--- src/rtl/rv_pkg.sv ---
// Constants shared across the fetch path.
package rv_pkg;
    localparam int unsigned XLEN      = 64;
    localparam int unsigned ILEN      = 32;
    localparam logic [63:0] RESET_PC  = 64'h0;
    localparam logic [31:0] NOP_INSTR = 32'h0000_0013;  // addi x0, x0, 0
endpackage

--- src/rtl/fetch_fifo.sv ---
// Small synchronous FIFO with flush; the head is read straight from storage,
// so it is valid in the cycle after the push that wrote it.
module fetch_fifo #(
    parameter int unsigned WIDTH = 32,
    parameter int unsigned DEPTH = 4
) (
    input  logic                       clk,
    input  logic                       rst,
    input  logic                       flush_i,
    input  logic                       push_i,
    input  logic [WIDTH-1:0]           push_data_i,
    input  logic                       pop_i,
    output logic [WIDTH-1:0]           head_o,
    output logic [$clog2(DEPTH+1)-1:0] count_o
);
    localparam int unsigned AW = $clog2(DEPTH);
    localparam int unsigned CW = $clog2(DEPTH + 1);

    logic [WIDTH-1:0] mem_q [DEPTH];
    logic [AW-1:0]    wr_ptr_q, wr_ptr_d;
    logic [AW-1:0]    rd_ptr_q, rd_ptr_d;
    logic [CW-1:0]    count_q, count_d;

    always_comb begin
        wr_ptr_d = wr_ptr_q;
        rd_ptr_d = rd_ptr_q;
        count_d  = count_q;
        if (flush_i) begin
            wr_ptr_d = '0;
            rd_ptr_d = '0;
            count_d  = '0;
        end else begin
            if (push_i) wr_ptr_d = wr_ptr_q + AW'(1);
            if (pop_i)  rd_ptr_d = rd_ptr_q + AW'(1);
            count_d = count_q + CW'(push_i) - CW'(pop_i);
        end
    end

    always_ff @(posedge clk or posedge rst) begin
        if (rst) begin
            wr_ptr_q <= '0;
            rd_ptr_q <= '0;
            count_q  <= '0;
        end else begin
            wr_ptr_q <= wr_ptr_d;
            rd_ptr_q <= rd_ptr_d;
            count_q  <= count_d;
        end
    end

    // Storage is cleared on reset so the head reads zero until first written.
    always_ff @(posedge clk or posedge rst) begin
        if (rst) begin
            for (int i = 0; i < int'(DEPTH); i++) mem_q[i] <= '0;
        end else if (push_i && !flush_i) begin
            mem_q[wr_ptr_q] <= push_data_i;
        end
    end

    assign head_o  = mem_q[rd_ptr_q];
    assign count_o = count_q;

    assert property (@(posedge clk) disable iff (rst) !(pop_i && count_q == '0));
    assert property (@(posedge clk) disable iff (rst) !(push_i && count_q == CW'(DEPTH)));
endmodule

--- src/rtl/instr_fetch.sv ---
// Fetch stage: issues word-aligned imem requests under a credit limit, queues
// returned words with their PC, and squashes in-flight responses on redirect.
module instr_fetch #(
    parameter int unsigned     XLEN     = rv_pkg::XLEN,
    parameter logic [XLEN-1:0] RESET_PC = XLEN'(rv_pkg::RESET_PC),
    parameter int unsigned     DEPTH    = 4
) (
    input  logic            clk,
    input  logic            reset,
    output logic            imem_req_valid,
    input  logic            imem_req_ready,
    output logic [XLEN-1:0] imem_addr,
    input  logic            imem_resp_valid,
    input  logic [31:0]     imem_resp_data,
    input  logic            redirect_valid,
    input  logic [XLEN-1:0] redirect_pc,
    output logic            out_valid,
    input  logic            out_ready,
    output logic [31:0]     out_instr,
    output logic [XLEN-1:0] out_pc
);
    import rv_pkg::*;

    localparam int unsigned CW = $clog2(DEPTH + 1);
    localparam int unsigned QW = ILEN + XLEN;

    logic [XLEN-1:0] pc_q, pc_d;
    logic [CW-1:0]   inflight_q, inflight_d;
    logic [CW-1:0]   squash_q, squash_d;
    logic [CW-1:0]   q_count, tag_count;
    logic [XLEN-1:0] tag_pc;
    logic [QW-1:0]   q_head;
    logic            req_fire, resp_keep, out_fire;

    // Credit rule: queued plus in-flight never exceeds DEPTH, so the queue cannot overflow.
    assign imem_req_valid = !reset &&
                            (({1'b0, q_count} + {1'b0, inflight_q}) < (CW + 1)'(DEPTH));
    assign imem_addr      = pc_q;
    assign req_fire       = imem_req_valid && imem_req_ready;

    assign out_valid = (q_count != '0);
    assign out_fire  = out_valid && out_ready;
    assign out_instr = q_head[QW-1 -: ILEN];
    assign out_pc    = q_head[XLEN-1:0];

    assign resp_keep = imem_resp_valid && (squash_q == '0) && !redirect_valid;

    always_comb begin
        pc_d = pc_q;
        if (redirect_valid)
            pc_d = redirect_pc & ~XLEN'(3);
        else if (req_fire)
            pc_d = pc_q + XLEN'(4);

        inflight_d = inflight_q + CW'(req_fire) - CW'(imem_resp_valid);

        // On redirect everything still outstanding after this cycle belongs to the old path.
        squash_d = squash_q;
        if (redirect_valid)
            squash_d = inflight_d;
        else if (imem_resp_valid && squash_q != '0)
            squash_d = squash_q - CW'(1);
    end

    always_ff @(posedge clk or posedge reset) begin
        if (reset) begin
            pc_q       <= RESET_PC;
            inflight_q <= '0;
            squash_q   <= '0;
        end else begin
            pc_q       <= pc_d;
            inflight_q <= inflight_d;
            squash_q   <= squash_d;
        end
    end

    fetch_fifo #(.WIDTH(QW), .DEPTH(DEPTH)) u_instr_q (
        .clk         (clk),
        .rst         (reset),
        .flush_i     (redirect_valid),
        .push_i      (resp_keep),
        .push_data_i ({imem_resp_data, tag_pc}),
        .pop_i       (out_fire),
        .head_o      (q_head),
        .count_o     (q_count)
    );

    // Tags track every accepted request, squashed or not, so they stay aligned with responses.
    fetch_fifo #(.WIDTH(XLEN), .DEPTH(DEPTH)) u_tag_q (
        .clk         (clk),
        .rst         (reset),
        .flush_i     (1'b0),
        .push_i      (req_fire),
        .push_data_i (pc_q),
        .pop_i       (imem_resp_valid),
        .head_o      (tag_pc),
        .count_o     (tag_count)
    );

    assert property (@(posedge clk) disable iff (reset) inflight_q == tag_count);
    assert property (@(posedge clk) disable iff (reset) squash_q <= inflight_q);
    assert property (@(posedge clk) disable iff (reset) !(imem_resp_valid && inflight_q == '0));
endmodule
--- config.mk ---
export PLATFORM = sky130hd
export DESIGN_NAME = instr_fetch
export DESIGN_NICKNAME = d
export VERILOG_FILES = /design/src/rtl/rv_pkg.sv /design/src/rtl/fetch_fifo.sv /design/src/rtl/instr_fetch.sv
export SDC_FILE = /design/constraint.sdc
export NUM_CORES = 2
export LEC_CHECK = 0
export BUFFER_PORTS_ARGS = -buffer_cell sky130_fd_sc_hd__clkbuf_2
export CORE_MARGIN = 2
export CORE_UTILIZATION = 54
export DETAILED_ROUTE_END_ITERATION = 16
export GPL_TIMING_DRIVEN = 1
export PLACE_DENSITY_LB_ADDON = 0.08
export RECOVER_POWER = 50
export SLEW_MARGIN = 20
export SYNTH_ARGS = -nofsm -noshare
export SYNTH_HDL_FRONTEND = slang
export SYNTH_SLANG_ARGS = --single-unit
--- constraint.sdc ---
create_clock -name clk -period 18.5 [get_ports clk]
set_clock_uncertainty 0.2 [all_clocks]
set_input_delay 0 -clock clk [delete_from_list [all_inputs] [get_ports clk]]
set_output_delay 0 -clock clk [all_outputs]
set_load 0.005 [all_outputs]
# After elaboration in Yosys (flattened, before gate mapping)
# Index checks and enable logic that the tools add are counted.
# op_classes
n_addsub	11
order_cmp	7
n_mux	21
bitwise	4
reduce_logical	18
# op_table
operator	n
384-bit bitwise mux	1
64-bit 2-to-1 mux	5
96-bit 2-to-1 mux	3
256-bit bitwise mux	1
96-bit binary-select mux with 2-bit select	1
96-bit demux with 2-bit select	1
64-bit binary-select mux with 2-bit select	1
64-bit demux with 2-bit select	1
64-bit by 3-bit adder with 64-bit output (second input constant)	1
3-bit >= comparator (second input constant)	4
2-bit inverter with 3-bit output	4
1-bit logical AND	9
3-bit 2-to-1 mux	3
2-bit by 1-bit adder with 2-bit output (second input constant)	4
2-bit 2-to-1 mux	4
2-bit nonzero test	4
3-bit by 1-bit adder with 3-bit output	2
3-bit by 1-bit < comparator with 1-bit output (second input constant)	2
3-bit nonzero test	2
3-bit by 1-bit subtractor with 3-bit output	2
3-bit by 3-bit adder with 4-bit output	1
4-bit by 3-bit < comparator with 1-bit output (second input constant)	1
3-bit zero test	1
3-bit by 1-bit subtractor with 3-bit output (second input constant)	1
1-bit zero test	2
# word_totals
register_bits	721
input_bits	102
out_inout_bits	162

# Longest topological paths before layout
# logic_depth
word_depth	7
depth_mapped	12

# Hierarchy
# From an unflattened synthesis, not the netlist that was laid out.
# unflattened
hier_cells	2103
hier_area_um2	34135.2
# modules_own_cells
module	n_inst	cells_per_inst	area_each_um2
fetch_fifo at u_instr_q	1	965	17474.3
fetch_fifo at u_tag_q	1	658	12523.3
instr_fetch	1	480	4137.7

# Least setup slack after synthesis
# No wires, ideal clock.
# synth_timing
kind	register to register
from	reg inflight_q[2]
to	reg squash_q[2]
setup_ns	0.135
t_arrival_ns	2.497
path_slack_ns	15.668
stages_incl_launch_ff	13
path_buffers	1
synth_period_minus_slack_ns	2.832
cell_sequence	dfrtp_1 -> ha_1 -> nor4_2 -> and3_1 -> buf_2 -> inv_2 -> ha_1 -> inv_1 -> ha_1 -> fa_1 -> xnor2_1 -> nand2_1 -> o21ai_0
# synth_between
elab_chain_cells	7
# synth_lines
item	line_no	source
start: declaration	instr_fetch.sv:28	logic [CW-1:0] inflight_q, inflight_d;
start signal: assignment	instr_fetch.sv:72	inflight_q <= inflight_d;
3-bit by 3-bit adder with 4-bit output	instr_fetch.sv:37	(({1'b0, q_count} + {1'b0, inflight_q}) < (CW + 1)'(DEPTH));
4-bit by 3-bit < comparator with 1-bit output	instr_fetch.sv:37	
1-bit logical AND	instr_fetch.sv:36	assign imem_req_valid = !reset &&
1-bit logical AND	instr_fetch.sv:39	assign req_fire = imem_req_valid && imem_req_ready;
3-bit by 1-bit adder with 3-bit output *	instr_fetch.sv:55	inflight_d = inflight_q + CW'(req_fire) - CW'(imem_resp_valid);
3-bit by 1-bit subtractor with 3-bit output *	instr_fetch.sv:55	
via inflight_d[2]	instr_fetch.sv:28	
3-bit 2-to-1 mux *	instr_fetch.sv:59	if (redirect_valid)
end signal: assignment	instr_fetch.sv:73	squash_q <= squash_d;
end: declaration	instr_fetch.sv:29	logic [CW-1:0] squash_q, squash_d;
# Mark *: on every way through the listed nets, which the timed path passes. The rest lies on a longest branch.
# A chain may end at the register's enable or synchronous reset.

==> run metrics <==
Peak VDD IR=92.7 uV; fin worst setup slack=roughly 9200 ps; Internal=just under 4000 uW; Layout area overhead=19.4%; DP HPWL=between 40 and 50 mm; share of cells above drive strength 1=a little over two fifths; fmax=107 MHz; CP Capture Type=asynchronous set/reset pin; Die H=about 250 um; Psw=1600 uW; Post-synth EDFFs=0; Port Buffers=about 260; routed vias=about 20k; Flop pwr share=a little over two fifths; Max FO, Critical Path=slightly above 80; DR WL/cell=23.7 um; r2r startpoint=u_tag_q.rd_ptr_q[0]; Synth Area in Compound Gates=between 2 and 2.5%; Final Routed Wirelength=about 79 mm; post_cts resized=0; nets=roughly 2.6k; clk sinks=approximately 700; die area=between 0.06 and 0.07 mm2; worst setup path start=reset; RSZ-0062 raised after global routing=no; switching share of total power=a little under 30%; worst slew pin tran=~4000 ps; failing checks=capacitance limit, slew limit; TNS Setup=0 ps; initial antenna violation count=3; simple-gate portion of the synthesized area=between 4 and 5%; Logic pwr share=28.9%; cts bufs inserted=75; final setup vio count=0; Mapped Area=0.0315 mm2; first-pass GRT wire length=between 100 and 150 mm; Worst Hold Slack=approximately 28 ps; gp weighted congestion=approximately 0.81; minimum clock period=roughly 9300 ps; gr usage total=between 20% and 30%; Post-synth ARST share=100%; syn avg cell area=14.9 um2; pin count of the biggest net entering global routing=83; distinct cell type count after synthesis=48; # DRC=0; worst-skew pair later-pin latency=600 ps; Yosys reg bits=703; vias per cell=about 6; Detail Route Antenna Nets=0; Crit path arrival time=roughly 10000 ps; Max-slew headroom=-167%; FP Rows=88; Final Max Tran Viols=about 800; hold_sp=imem_resp_data[6]; largest family of logic cells by synthesized area=multiplexers; Post-CTS Repair Setup Buffers=0; Post-CTS Hold Fix Bufs=184; Post-Synth Adder-Cell Area=0.802%; worst slack, placed=between 10000 and 15000 ps; CTS max path bufs=3; Pleak=0.0172 uW; chip width=approximately 250 um; kind of critical path=in2async; initial cell density of the core=about 55%; H-tree depth=3; Root Buffer=clkbuf_16; PwrDens=146 mW/mm2; Hold Vio Cnt, Final=0; Max Cap Viol=18; multiplexer share of the synthesized area=around 33%; Detailed Routing Iterations Pass 1=5; gr ovfl total=0; Min-Delay Path Class=in2reg; Tcrit/Tclk final=about 50%; xor/xnor share of the synthesized area=less than 1%; clock share of power=28.6%; Core Region=a little under 0.06 mm2; outcome=complete, but fails checks; clock transition at the registers of the reported paths=roughly 60 ps; count of warnings emitted by yosys=0; drt initial violations=~1.2k; via count of the first global-routing pass=roughly 21k; CP required=between 15000 and 20000 ps; I/O pins=~260; type of origin of the critical path=primary input; Post-synth top flop=dfrtp_1; TritonCTS clock tree=yes; sequential share of the synthesized area=~56%; Syn Inst Count=2119; power consumption=5490 uW
synth_stat cells (all sizes together), types with 3 or more instances:
library cell	instances	area, um2
a31oi	32	200
xnor2	23	201
dfrtp	703	17600
inv	20	75.1
and4	6	52.6
xor2	12	105
nand3	28	140
or3	7	48.8
nand2	90	338
or2	6	40.1
nor4	10	81.3
nor2	50	188
buf	42	203
o31ai	27	203
nand4	26	175
o211ai	3	22.5
clkbuf	122	459
mux2	607	6840
nor2b	3	18.8
mux2i	3	30.0
nor3	16	80.1
o21ai	48	240
o41ai	3	26.3
mux4	156	3510
or4	32	240
and2	3	18.8
ha	17	213
and3	10	62.6
state kept, by name, indices dropped and copies added, names as in the netlist:
name,flops
u_instr_q.count_o,3
inflight_q,3
u_tag_q.mem_q,248
u_tag_q.wr_ptr_q,2
squash_q,3
imem_addr,62
u_instr_q.rd_ptr_q,2
u_instr_q.mem_q,376
u_instr_q.wr_ptr_q,2
u_tag_q.rd_ptr_q,2
power groups by stage:
stage | sequential [uW] | clock [uW] | combinational [uW]
finish | 2330 | 1570 | 1590
global route | 2400 | 1670 | 1720
CTS | 2330 | 1600 | 1610
detailed placement | 2360 | 0 | 1570
global placement | 2320 | 0 | 1520
floorplan | 2190 | 0 | 1210
cell families after synthesis:
group	after synthesis
fa+ha+maj	19
other cells	1
compound gates	117
buf+inv	185
simple gates	293
xor+xnor	35
mux	766
flops	703
final timing paths:
check | endpoint | slack (ps) | depth (start not counted)
setup reg to reg | u_instr_q.mem_q[214] | 12510 | 3
min in group asynchronous | imem_addr[5] | 430 | 4
hold reg to reg | u_tag_q.mem_q[231] | 280 | 2
hold / removal | u_instr_q.mem_q[70] | 30 | 3
setup / recovery | u_tag_q.mem_q[173] | 9160 | 9
max in group clk | out_pc[41] | 12440 | 3
final cells by class:
type | count | area (um2)
multi-input cells | 1234 | 13200
flip-flops and latches | 703 | 17600
inverters | 21 | 80.1
repair buffers | 468 | 3170
clock inverters | 23 | 300
clock buffers | 109 | 2310
diodes | 1 | 2.50
fillers | 4255 | 20000
well taps | 765 | 957
worst max-delay path, cell delays in order:
cell           delay, ps
dlygate4sd3_1        530
dlygate4sd3_1        580
clkbuf_1             140
clkinvlp_2           440
clkbuf_1            1450
clkbuf_1            2500
clkbuf_1            1220
clkbuf_1            2040
buf_6                740
cells in the final DEF (no fill, tap or decap), drive strengths merged, types with 32 or more instances in the layout:
| master | n |
|---|---|
| mux4 | 156 |
| dfrtp | 703 |
| nor2 | 50 |
| clkbuf | 378 |
| or4 | 32 |
| o21ai | 48 |
| a31oi | 32 |
| dlygate4sd3 | 185 |
| mux2 | 607 |
| nand2 | 90 |
layer usage:
layer / GRT usage [%] / vias up / share of wire [%]
li1: - / 8634 / -
met1: 35.7 / 10635 / 42
met2: 45.0 / 480 / 50
met3: 4.75 / 156 / 4.5
met4: 8.95 / 6 / 3.1
met5: 0 / - / 0.050
through the flow:
stage | instances | instance area, um2 | utilization, %
after global routing | 3323 | 37700 | 65.3
after floorplan | 2122 | 31500 | -
after global placement | 3004 | 33400 | 57.9
after CTS | 3320 | 37800 | 65.6
final | 3324 | 37700 | 65.3
after detailed placement | 3004 | 33400 | 57.9
Note: power is estimated with default switching activity, not from simulation.
